## config.mk

```make
export PLATFORM = sky130hd
export DESIGN_NAME = plab5_mcore_debug_arbiter
export DESIGN_NICKNAME = d
export VERILOG_FILES = /design/src/rtl/plab5_mcore_debug_arbiter.sv
export SDC_FILE = /design/constraint.sdc
export NUM_CORES = 1
export LEC_CHECK = 0
export ABC_AREA = 1
export ABC_CLOCK_PERIOD_IN_PS = 4400
export CORE_MARGIN = 1
export CORE_UTILIZATION = 40
export DETAILED_ROUTE_END_ITERATION = 10
export HOLD_SLACK_MARGIN = 0.06
export PLACE_DENSITY = 0.82
export SETUP_SLACK_MARGIN = 0.1
export SYNTH_ARGS = -nofsm -noshare
export SYNTH_HDL_FRONTEND = slang
export SYNTH_SLANG_ARGS = --single-unit
```

## constraint.sdc

```tcl
create_clock -name clk -period 4.4 [get_ports clk]
set_input_delay 0.88 -clock clk [delete_from_list [all_inputs] [get_ports clk]]
set_output_delay 0.88 -clock clk [all_outputs]
set_load 0.1 [all_outputs]
```

## src/rtl/plab5_mcore_debug_arbiter.sv

```systemverilog
// Round-robin arbiter sharing one debug interface between two debug requesters.
// Optional BUSY watchdog enabled by defining PLAB5_MCORE_DEBUG_ARBITER_TIMEOUT_EN.
module plab5_mcore_debug_arbiter #(
    parameter int p_addr_nbits = 32,
    parameter int p_data_nbits = 32,
    parameter int p_timeout    = 256
) (
    input  logic                    clk,
    input  logic                    reset,
    input  logic                    req0_val,
    output logic                    req0_rdy,
    input  logic [p_addr_nbits-1:0] req0_src_addr,
    input  logic [p_addr_nbits-1:0] req0_dest_addr,
    input  logic                    req0_domain,
    input  logic                    req1_val,
    output logic                    req1_rdy,
    input  logic [p_addr_nbits-1:0] req1_src_addr,
    input  logic [p_addr_nbits-1:0] req1_dest_addr,
    input  logic                    req1_domain,
    output logic                    resp0_val,
    input  logic                    resp0_rdy,
    output logic [p_data_nbits-1:0] resp0_data,
    output logic                    resp0_err,
    output logic                    resp1_val,
    input  logic                    resp1_rdy,
    output logic [p_data_nbits-1:0] resp1_data,
    output logic                    resp1_err,
    output logic                    db_val,
    output logic [p_addr_nbits-1:0] db_src_addr,
    output logic [p_addr_nbits-1:0] db_dest_addr,
    output logic                    db_domain,
    input  logic                    db_result_rdy,
    input  logic [p_data_nbits-1:0] db_result
);

    typedef enum logic [1:0] {IDLE, ISSUE, BUSY, RESP} state_t;

    state_t                  state, state_next;
    logic                    ptr;
    logic                    owner;
    logic [p_addr_nbits-1:0] src_q;
    logic [p_addr_nbits-1:0] dest_q;
    logic                    dom_q;
    logic [p_data_nbits-1:0] result_q;
    logic                    grant0, grant1;
    logic                    resp_hs;
    logic                    timeout;
    logic                    active;

    if (p_timeout < 2) begin : g_timeout_check
        $error("p_timeout must be at least 2");
    end

`ifdef PLAB5_MCORE_DEBUG_ARBITER_TIMEOUT_EN
    localparam int CNT_W = (p_timeout > 2) ? $clog2(p_timeout) : 1;
    logic [CNT_W-1:0] cnt;
    logic             err_q;

    assign timeout = (state == BUSY) && (cnt == CNT_W'(p_timeout - 1));

    // Counter restarts every time the arbiter enters BUSY from ISSUE.
    always_ff @(posedge clk or posedge reset) begin
        if (reset) begin
            cnt   <= '0;
            err_q <= 1'b0;
        end else begin
            if (state == ISSUE)
                cnt <= '0;
            else if (state == BUSY)
                cnt <= cnt + 1'b1;
            if (state == BUSY) begin
                if (db_result_rdy)
                    err_q <= 1'b0;
                else if (timeout)
                    err_q <= 1'b1;
            end
        end
    end

    assign resp0_err = resp0_val & err_q;
    assign resp1_err = resp1_val & err_q;
`else
    assign timeout   = 1'b0;
    assign resp0_err = 1'b0;
    assign resp1_err = 1'b0;
`endif

    assign resp_hs = (state == RESP) && (owner ? resp1_rdy : resp0_rdy);

    always_comb begin
        grant0     = 1'b0;
        grant1     = 1'b0;
        state_next = state;
        case (state)
            IDLE: begin
                // ptr == 0 gives requester 0 priority when both are valid.
                if (req0_val && (!req1_val || !ptr))
                    grant0 = 1'b1;
                else if (req1_val)
                    grant1 = 1'b1;
                if (grant0 || grant1)
                    state_next = ISSUE;
            end
            ISSUE: state_next = BUSY;
            BUSY: begin
                if (db_result_rdy || timeout)
                    state_next = RESP;
            end
            RESP: begin
                if (resp_hs)
                    state_next = IDLE;
            end
            default: state_next = IDLE;
        endcase
    end

    always_ff @(posedge clk or posedge reset) begin
        if (reset) begin
            state    <= IDLE;
            ptr      <= 1'b0;
            owner    <= 1'b0;
            src_q    <= '0;
            dest_q   <= '0;
            dom_q    <= 1'b0;
            result_q <= '0;
        end else begin
            state <= state_next;
            if (grant0 || grant1) begin
                owner  <= grant1;
                src_q  <= grant1 ? req1_src_addr  : req0_src_addr;
                dest_q <= grant1 ? req1_dest_addr : req0_dest_addr;
                dom_q  <= grant1 ? req1_domain    : req0_domain;
            end
            if (state == BUSY) begin
                if (db_result_rdy)
                    result_q <= db_result;
                else if (timeout)
                    result_q <= '0;
            end
            if (resp_hs)
                ptr <= ~owner;
        end
    end

    assign active       = (state != IDLE);
    assign req0_rdy     = grant0;
    assign req1_rdy     = grant1;
    assign db_val       = (state == ISSUE);
    assign db_src_addr  = active ? src_q  : '0;
    assign db_dest_addr = active ? dest_q : '0;
    assign db_domain    = active & dom_q;
    assign resp0_val    = (state == RESP) && !owner;
    assign resp1_val    = (state == RESP) && owner;
    assign resp0_data   = resp0_val ? result_q : '0;
    assign resp1_data   = resp1_val ? result_q : '0;

endmodule
```

# == Word-level counts from Yosys, hierarchy flattened ==
# Index checks and enable logic that the tools add are counted.
# totals
ff_bits,101
inputBits,169
out_inout_bits,136
elab_cells,48
# op_classes
eq_ne,6
muxes,19
bitwise_logic,2
reduce_logical,14
# ops
operator,count
$mux W32,6
$mux W1,9
$pmux W2 S4,1
$mux W2,3
$ne A2 B2 Y1 const B,3
$eq A2 B2 Y1 const B,2
$logic_and A1 B1 Y1,4
$logic_not A1 Y1,3
$logic_or A1 B1 Y1,3
$reduce_and A3 Y1,1
$eq A2 B1 Y1 const B,1
$logic_not A2 Y1,1
$reduce_and A2 Y1,1
$reduce_bool A2 Y1,1
$and A1 B1 Y1,1
$not A1 Y1,1

# == Depth between registers and ports, before layout ==
# Gate-level depths: netlist of the first run.
# depth
depth_word,8
mapped_depth,10
ltp_nobuf,8

# == Worst setup path before layout of the first run ==
# No wires, ideal clock.
# synth_timing
path_type,reg2out
start,register state[0]
end,output port resp0_data[10]
arrival_ps,3709
required_time_ps,3520
setup_slack_ps,-189
stages_incl_launch_ff,7
path_buffers,1
path_cell_list,dfrtp_1 > ha_1 > inv_1 > nor2_1 > inv_1 > clkbuf_1 > nor2_1
# synth_between
elab_chain_cells,3
# synth_lines
item,line,source
start: declaration,38,"state_t state, state_next;"
start signal: assignment,127,state <= state_next;
$eq A2 B2 Y1,152,assign resp0_val = (state == RESP) && !owner;
$logic_and A1 B1 Y1,152,
net resp0_val,20,"output logic resp0_val,"
$mux W32,154,assign resp0_data = resp0_val ? result_q : '0;
end: declaration,22,"output logic [p_data_nbits-1:0] resp0_data,"
# The timed path passes the listed nets, and every way through them passes these cells.

# == Worst setup path in the final report of the first run ==
# layout_timing
start,register state[1]
end,output port db_src_addr[25]
# layout_between
elab_chain_cells,2
# layout_lines
item,line,source
$reduce_bool A2 Y1,145,assign active = (state != IDLE);
$mux W32,149,assign db_src_addr = active ? src_q : '0;
end: declaration,29,"output logic [p_addr_nbits-1:0] db_src_addr,"
# No other way between the ends.

==> summary.md, run 1 <==
| Metric | Value |
|---|---|
| Status | finished with violations |
| Violated checks | DRC |
| Die Span Y | 124.8 um |
| Commonest cells post-synth | inv_1 (240), nand2_1 (209), nor2_1 (162), nand3_1 (133), dfrtp_1 (101) |
| Unrepaired setup endpoints after global routing | no |
| CP peak stage delay | around 0.99 ns |
| CP bufs+invs | 3 |
| Largest net degree at the start of global routing | 67 |
| RD Place Congestion | 0.8225 |
| Hold Buf Count CTS | 0 |
| Routed wl met2 | 9.387 mm |
| Setup Skew | approximately 0.0053 ns |
| Placement Rows | 44 |
| Setup WS post-layout | 0.5381 ns |
| Via density | 4.635 |
| Critical path data arrival time | 2.98 ns |
| Final Max Tran Viols | 0 |
| Post-DP HPWL | 13.36 mm |
| CTS clk-pin slew, worst paths | 0.07 ns |
| Post-DRT Antenna Nets | 0 |
| Clk buf depth | 2 |
| Synth area leader | dfrtp_1 |
| Global-route wire length before repair | 31.02 mm |
| FMAX | 258.9 MHz |
| Htree depth | 3 |
| Crit. End Element | primary output |
| Post-Syn Area per Cell | 6.370 um2 |
| Yosys warning total | 0 |
| Final net count | between 1000 and 1500 |
| Crit Path Class | reg2out |
| Post-synthesis sequential area ratio | 41.90% |
| Cts repair resizes | 0 |
| P&R area growth vs syn | 53.18% |
| DR vias | 6494 |
| MaxCap Viol Count | 0 |
| Ys async rst share | 100.0% |
| Synth unique cells | 16 |
| HP Class | reg2reg |
| Yosys reg bits | 101 |
| CTS tree | built |
| Count of input and output buffers | 302 |
| Initial Util | 41.19% |
| Simple-gate share of the synthesized area | between 30% and 40% |
| Post-synth top area share | about two fifths |
| Die X | 124.8 um |
| Fin crit period | 3.862 ns |
| Top Metal Used | met4 |
| Drt pass-1 iters | 8 |
| Synth Area in XOR/XNOR | 0% |
| Share of cells above drive strength 1 | 8.874% |
| Total GRT Usage | 25.02% |
| Clk_lat worst skew | 0.35 ns |
| Fin crit share | a little under 90% |
| Post-synthesis mux area share | 0% |
| Primary FF master, synth | dfrtp_1 |
| Vias in the first global route | 6274 |
| DP Worst Slack | approximately 0.9 ns |
| Post-Route WL | 18.97 mm |
| Crit path max-delay family | buffers and inverters |
| Antenna violations before repair | 0 |
| Largest cells by area after synthesis | dfrtp_1 (42%), inv_1 (15%), nand2_1 (13%) |
| Setup bufs post-CTS | 0 |
| Remaining global-route overflow | 0 |
| CP Launch Type | flop |
| Worst Max-Slew Pin Slew | 1.180 ns |
| Worst-path maximum fanout | 38 |
| Final Setup Violations | 0 |
| Core Box Area | 0.01464 mm2 |
| Post-Synth Adder-Cell Area | between 1 and 1.5% |
| Worst path required time | 3.52 ns |
| Count leader, synth | inv_1 |
| Post-synth EDFFs | 0 |
| DR WL met3 | 1.205 mm |
| Synth Instances | 947 |
| Synthesized area | between 0.006 and 0.007 mm2 |
| Sink Count | a little over 100 |
| DRT iter0 DRCs | 430 |
| Rel. slew slack | 21.32% |
| CP cell instances | inv_1, ha_2, buf_4, nor2_1, clkdlybuf4s50_1 |
| Met1 WL | between 7 and 8 mm |
| CTS root buffer | clkbuf_16 |
| Synth Area in Compound Gates | 2.904% |
| Endpoints failing hold | 0 |
| Antenna Cells | 0 |
| Die area | 0.01558 mm2 |
| Main combinational cell family by area after synthesis | simple AND/OR/NAND/NOR gates |
| Cts bufs inserted | 9 |
| Ports | 305 |
| Slowest-stage cell, CP | clkdlybuf4s50_1 |
| DRC violations left | 30 |
| WL/cell | around 14 um |
==> state kept, by name, indices dropped and copies added, names as in the netlist <==
signal and count:
state 2, result_q 32, ptr 1, dest_q 32, dom_q 1, owner 1, src_q 32
==> worst min-delay path, stage by stage (launching register included) <==
cell and delay (ns):
dfrtp_1 0.34, nand2_1 0.05, nand2_1 0.05
==> worst paths after layout <==
path | slack, ns | end | cells after the start | from
worst max-delay path | 0.54 | db_src_addr[25] | 5 | state[1]$_DFFE_PP0P_
worst min-delay path | 0.48 | dom_q$_DFFE_PP0P_ | 2 | dom_q$_DFFE_PP0P_
worst max register to register | 1.03 | src_q[10]$_DFFE_PP0P_ | 9 | state[1]$_DFFE_PP0P_
worst min register to register | 0.48 | dom_q$_DFFE_PP0P_ | 2 | dom_q$_DFFE_PP0P_
max in group asynchronous | 2.68 | src_q[25]$_DFFE_PP0P_ | 3 | reset
min in group asynchronous | 0.99 | result_q[17]$_DFFE_PP0P_ | 2 | reset
==> cell type report <==
type	count	area, um2
timing repair buffer	309	2908
multi-input combinational	550	2342
sequential	101	2527
clock buffer	11	242.7
inverter	241	907.1
fill	1332	5404
clock inverter	5	82.58
tap	184	230.2
==> metrics by stage <==
step | instance area (um2) | instances | setup TNS, ns | utilization [%] | hold WS (ns)
after floorplan | 6036 | 948 | -5.679 | - | 0.4491
after global placement | 8915 | 1385 | 0 | 60.88 | 0.4617
after detailed placement | 8915 | 1385 | 0 | 60.88 | 0.4654
after CTS | 9240 | 1401 | 0 | 63.10 | 0.4833
after global routing | 9240 | 1401 | 0 | 63.10 | 0.4907
final | 9240 | 1401 | 0 | 63.10 | 0.4766
==> cell usage in the layout, fill, tap and decap left out, types with 3 or more instances in the layout <==
cell,count
a21oi_1,32
buf_4,82
clkbuf_16,9
clkdlybuf4s50_1,225
dfrtp_1,101
ha_1,4
inv_1,238
nand2_1,205
nand2_2,4
nand3_1,133
nor2_1,162
o21ai_0,3
==> logic make-up after synthesis <==
logic type | count (synthesis)
and+or+nand+nor | 508
other | 1
AOI/OAI and AO/OA | 35
buffers and inverters | 297
adders and majority gates | 5
DFF | 101
==> routing by layer <==
layer,global-route usage (%),vias to the layer above
met3,5.713,43
met2,43.52,226
met1,29.63,2967
met4,10.31,0
met5,0,-
li1,-,3258
Power of run 1 is not shown: default switching activity piles up to over one toggle a cycle in this logic, so the estimate is an artifact.
==> inputs of run 2 (changes only) <==
ABC_AREA = unset   (was 1)
CORE_UTILIZATION = 39   (was 40)
PLACE_DENSITY = 0.83   (was 0.82)
==> summary.md, run 2 <==
| Metric | Value |
|---|---|
| Status | finished, final reports clean (was finished with violations) |
| Post-Route WL | 17.33 mm (was 18.97 mm) |
| CTS clk-pin slew, worst paths | 0.06 ns (was 0.07 ns) |
| Fin crit share | 85.96% (was 87.77%) |
| MaxCap Viol Count | 0 (unchanged) |
| HP Class | reg2reg (unchanged) |
| Remaining global-route overflow | 0 (unchanged) |
| Cts repair resizes | 0 (unchanged) |
| Post-synth top area share | 45.54% (was 41.90%) |
| Die X | 121.3 um (was 124.8 um) |
| Worst-path maximum fanout | 38 (unchanged) |
| Critical path data arrival time | 2.90 ns (was 2.98 ns) |
| WL/cell | 16.29 um (was 13.54 um) |
| Crit path max-delay family | buffers and inverters (unchanged) |
| Antenna Cells | 0 (unchanged) |
| Post-synthesis sequential area ratio | 45.54% (was 41.90%) |
| Total GRT Usage | 23.56% (was 25.02%) |
| Drt pass-1 iters | 4 (was 8) |
| DRT iter0 DRCs | 248 (was 430) |
| Top Registers | dest_q x32, result_q x32, src_q x32 (unchanged) |
| Synth Instances | 620 (was 947) |
| Fill count | 1209 (was 1332) |
| Commonest non-fill, non-tap cell in the layout | clkdlybuf4s50_1 (was inv_1) |
| Initial Util | 39.99% (was 41.19%) |
| Final net count | 1053 (was 1386) |
| Worst Max-Slew Pin Slew | 1.035 ns (was 1.180 ns) |
| CTS tree | built (unchanged) |
| Share of cells above drive strength 1 | 16.18% (was 8.874%) |
| Worst path required time | 3.52 ns (about the same) |
| Synthesized area | 0.005550 mm2 (was 0.006032 mm2) |
| Via density | 5.172 (was 4.635) |
| Setup Skew | 0.008034 ns (was 0.005297 ns) |
| Ports | 305 (unchanged) |
| CP peak stage delay | 0.96 ns (was 0.99 ns) |
| RD Place Congestion | 0.8002 (was 0.8225) |
| Critical path depth | 5 (unchanged) |
| CTS root buffer | clkbuf_16 (unchanged) |
| Post-Syn Area per Cell | 8.952 um2 (was 6.370 um2) |
| Final Max Tran Viols | 0 (unchanged) |
| Endpoints failing hold | 0 (unchanged) |
| Fin crit period | 3.782 ns (was 3.862 ns) |
| Count of input and output buffers | 302 (unchanged) |
| Count leader, synth | dfrtp_1 (was inv_1) |
| Post-synth EDFFs | 0 (unchanged) |
| Slowest-stage cell, CP | clkdlybuf4s50_1 (unchanged) |
| Commonest non-fill, non-tap cells in the layout | clkdlybuf4s50_1 (230), dfrtp_1 (101), buf_4 (80) (was inv_1 (238), clkdlybuf4s50_1 (225), nand2_1 (205)) |
| Yosys warning total | 0 (unchanged) |
| Ys async rst share | 100.0% (unchanged) |
| Final Setup Violations | 0 (unchanged) |
| Htree depth | 3 (unchanged) |
| Setup bufs post-CTS | 0 (unchanged) |
| Rel. slew slack | 30.78% (was 21.32%) |
| Synth unique cells | 29 (was 16) |
| Sink Count | 101 (unchanged) |
| Cts bufs inserted | 9 (unchanged) |
| Yosys reg bits | 101 (unchanged) |
| Hold Buf Count CTS | 0 (unchanged) |
| Crit Path Class | reg2out (unchanged) |
| Core Box Area | 0.01388 mm2 (was 0.01464 mm2) |
| FF-to-FF path depth | 7 (was 9) |
| Global-route wire length before repair | 26.92 mm (was 31.02 mm) |
| Hold Path Stages | 1 (was 2) |
| Post-DRT Antenna Nets | 0 (unchanged) |
| Vias in the first global route | 5042 (was 6274) |
| Crit. End Element | primary output (unchanged) |
| DR vias | 5503 (was 6494) |
| Register area | 0.002527 mm2 (unchanged) |
| Placement Rows | 43 (was 44) |
| Multi-input logic area | 0.002706 mm2 (was 0.002342 mm2) |
| Commonest cells post-synth | dfrtp_1 (101), nor2_1 (69), a31oi_1 (65), nand3_1 (65), nor2b_1 (65) (was inv_1 (240), nand2_1 (209), nor2_1 (162), nand3_1 (133), dfrtp_1 (101)) |
| Clk buf depth | 2 (unchanged) |
| Die area | 0.01471 mm2 (was 0.01558 mm2) |
| Primary FF master, synth | dfrtp_1 (unchanged) |
| CP bufs+invs | 3 (unchanged) |
| CP cell instances | inv_1, ha_2, buf_12, nor2b_1, clkdlybuf4s50_1 (was inv_1, ha_2, buf_4, nor2_1, clkdlybuf4s50_1) |
| Total negative slack | 0 ns (unchanged) |
| Post-DP HPWL | 12.31 mm (was 13.36 mm) |
| Clk_lat worst skew | 0.34 ns (was 0.35 ns) |
| Largest cells by area after synthesis | dfrtp_1 (46%), a31oi_1 (7.3%), nor2b_1 (7.3%) (was dfrtp_1 (42%), inv_1 (15%), nand2_1 (13%)) |
| CP Launch Type | flop (unchanged) |
| Unrepaired setup endpoints after global routing | no (unchanged) |
| P&R area growth vs syn | 57.60% (was 53.18%) |
| FMAX | 264.4 MHz (was 258.9 MHz) |
| Die Span Y | 121.3 um (was 124.8 um) |
| DRC violations left | 0 (was 30) |
| Synth area leader | dfrtp_1 (unchanged) |
| Largest net degree at the start of global routing | 82 (was 67) |
| Antenna violations before repair | 0 (unchanged) |
==> run 2: layer usage <==
metal	up-vias	GRT usage (%)	part of all wire [%]
met1	2569	27.68	39
met5	-	0	0
met4	0	8.873	2.4
li1	2665	-	-
met3	30	6.673	8.6
met2	239	40.48	50
==> run 2: cell families (layout without fill, tap and decap cells) <==
family                   after synthesis  after routing  synth area share [%]
multiplexers                          34             34                 6.876
AND/OR/NAND/NOR                      273            273                 26.15
AO/OA/AOI/OAI                        137            137                 14.16
flip-flops                           101            101                 45.54
other                                  1              2               0.06756
adder cells (fa/ha/maj)                5              5                 1.127
buffers and inverters                 69            332                 6.086
==> run 2: stage by stage <==
step	setup slack (ns)	cells	hold slack [ns]	instance area (um2)	util [%]
6_report	0.6176	1064	0.5102	8747	63.02
5_1_grt	0.4390	1064	0.5318	8747	63.02
4_1_cts	0.5858	1064	0.5147	8747	63.02
3_5_place_dp	0.9815	1048	0.5000	8419	60.65
3_3_place_gp	1.033	1048	0.4961	8419	60.65
2_1_floorplan	0.8729	621	0.4846	5554	-
==> run 2: path summary, 6_finish.rpt <==
check	from	slack [ns]	end
max in group asynchronous	reset	2.36	dest_q[29]$_DFFE_PP0P_
min reg2reg	result_q[1]$_DFFE_PP0P_	0.51	result_q[1]$_DFFE_PP0P_
min in group asynchronous	reset	1.13	dest_q[0]$_DFFE_PP0P_
max	state[0]$_DFFE_PP0P_	0.62	db_dest_addr[6]
max reg2reg	state[0]$_DFFE_PP0P_	1.59	dest_q[27]$_DFFE_PP0P_
min	result_q[1]$_DFFE_PP0P_	0.51	result_q[1]$_DFFE_PP0P_
==> run 2: area by class of cell <==
cell class	instances	share of cell area, %
Timing Repair Buffer	312	33.64
Multi-Input combinational cell	451	30.94
Sequential cell	101	28.89
Clock buffer	13	2.975
Tap cell	180	2.575
Clock inverter	3	0.7724
Inverter	4	0.2003
Power of run 2 is left out for the same reason.
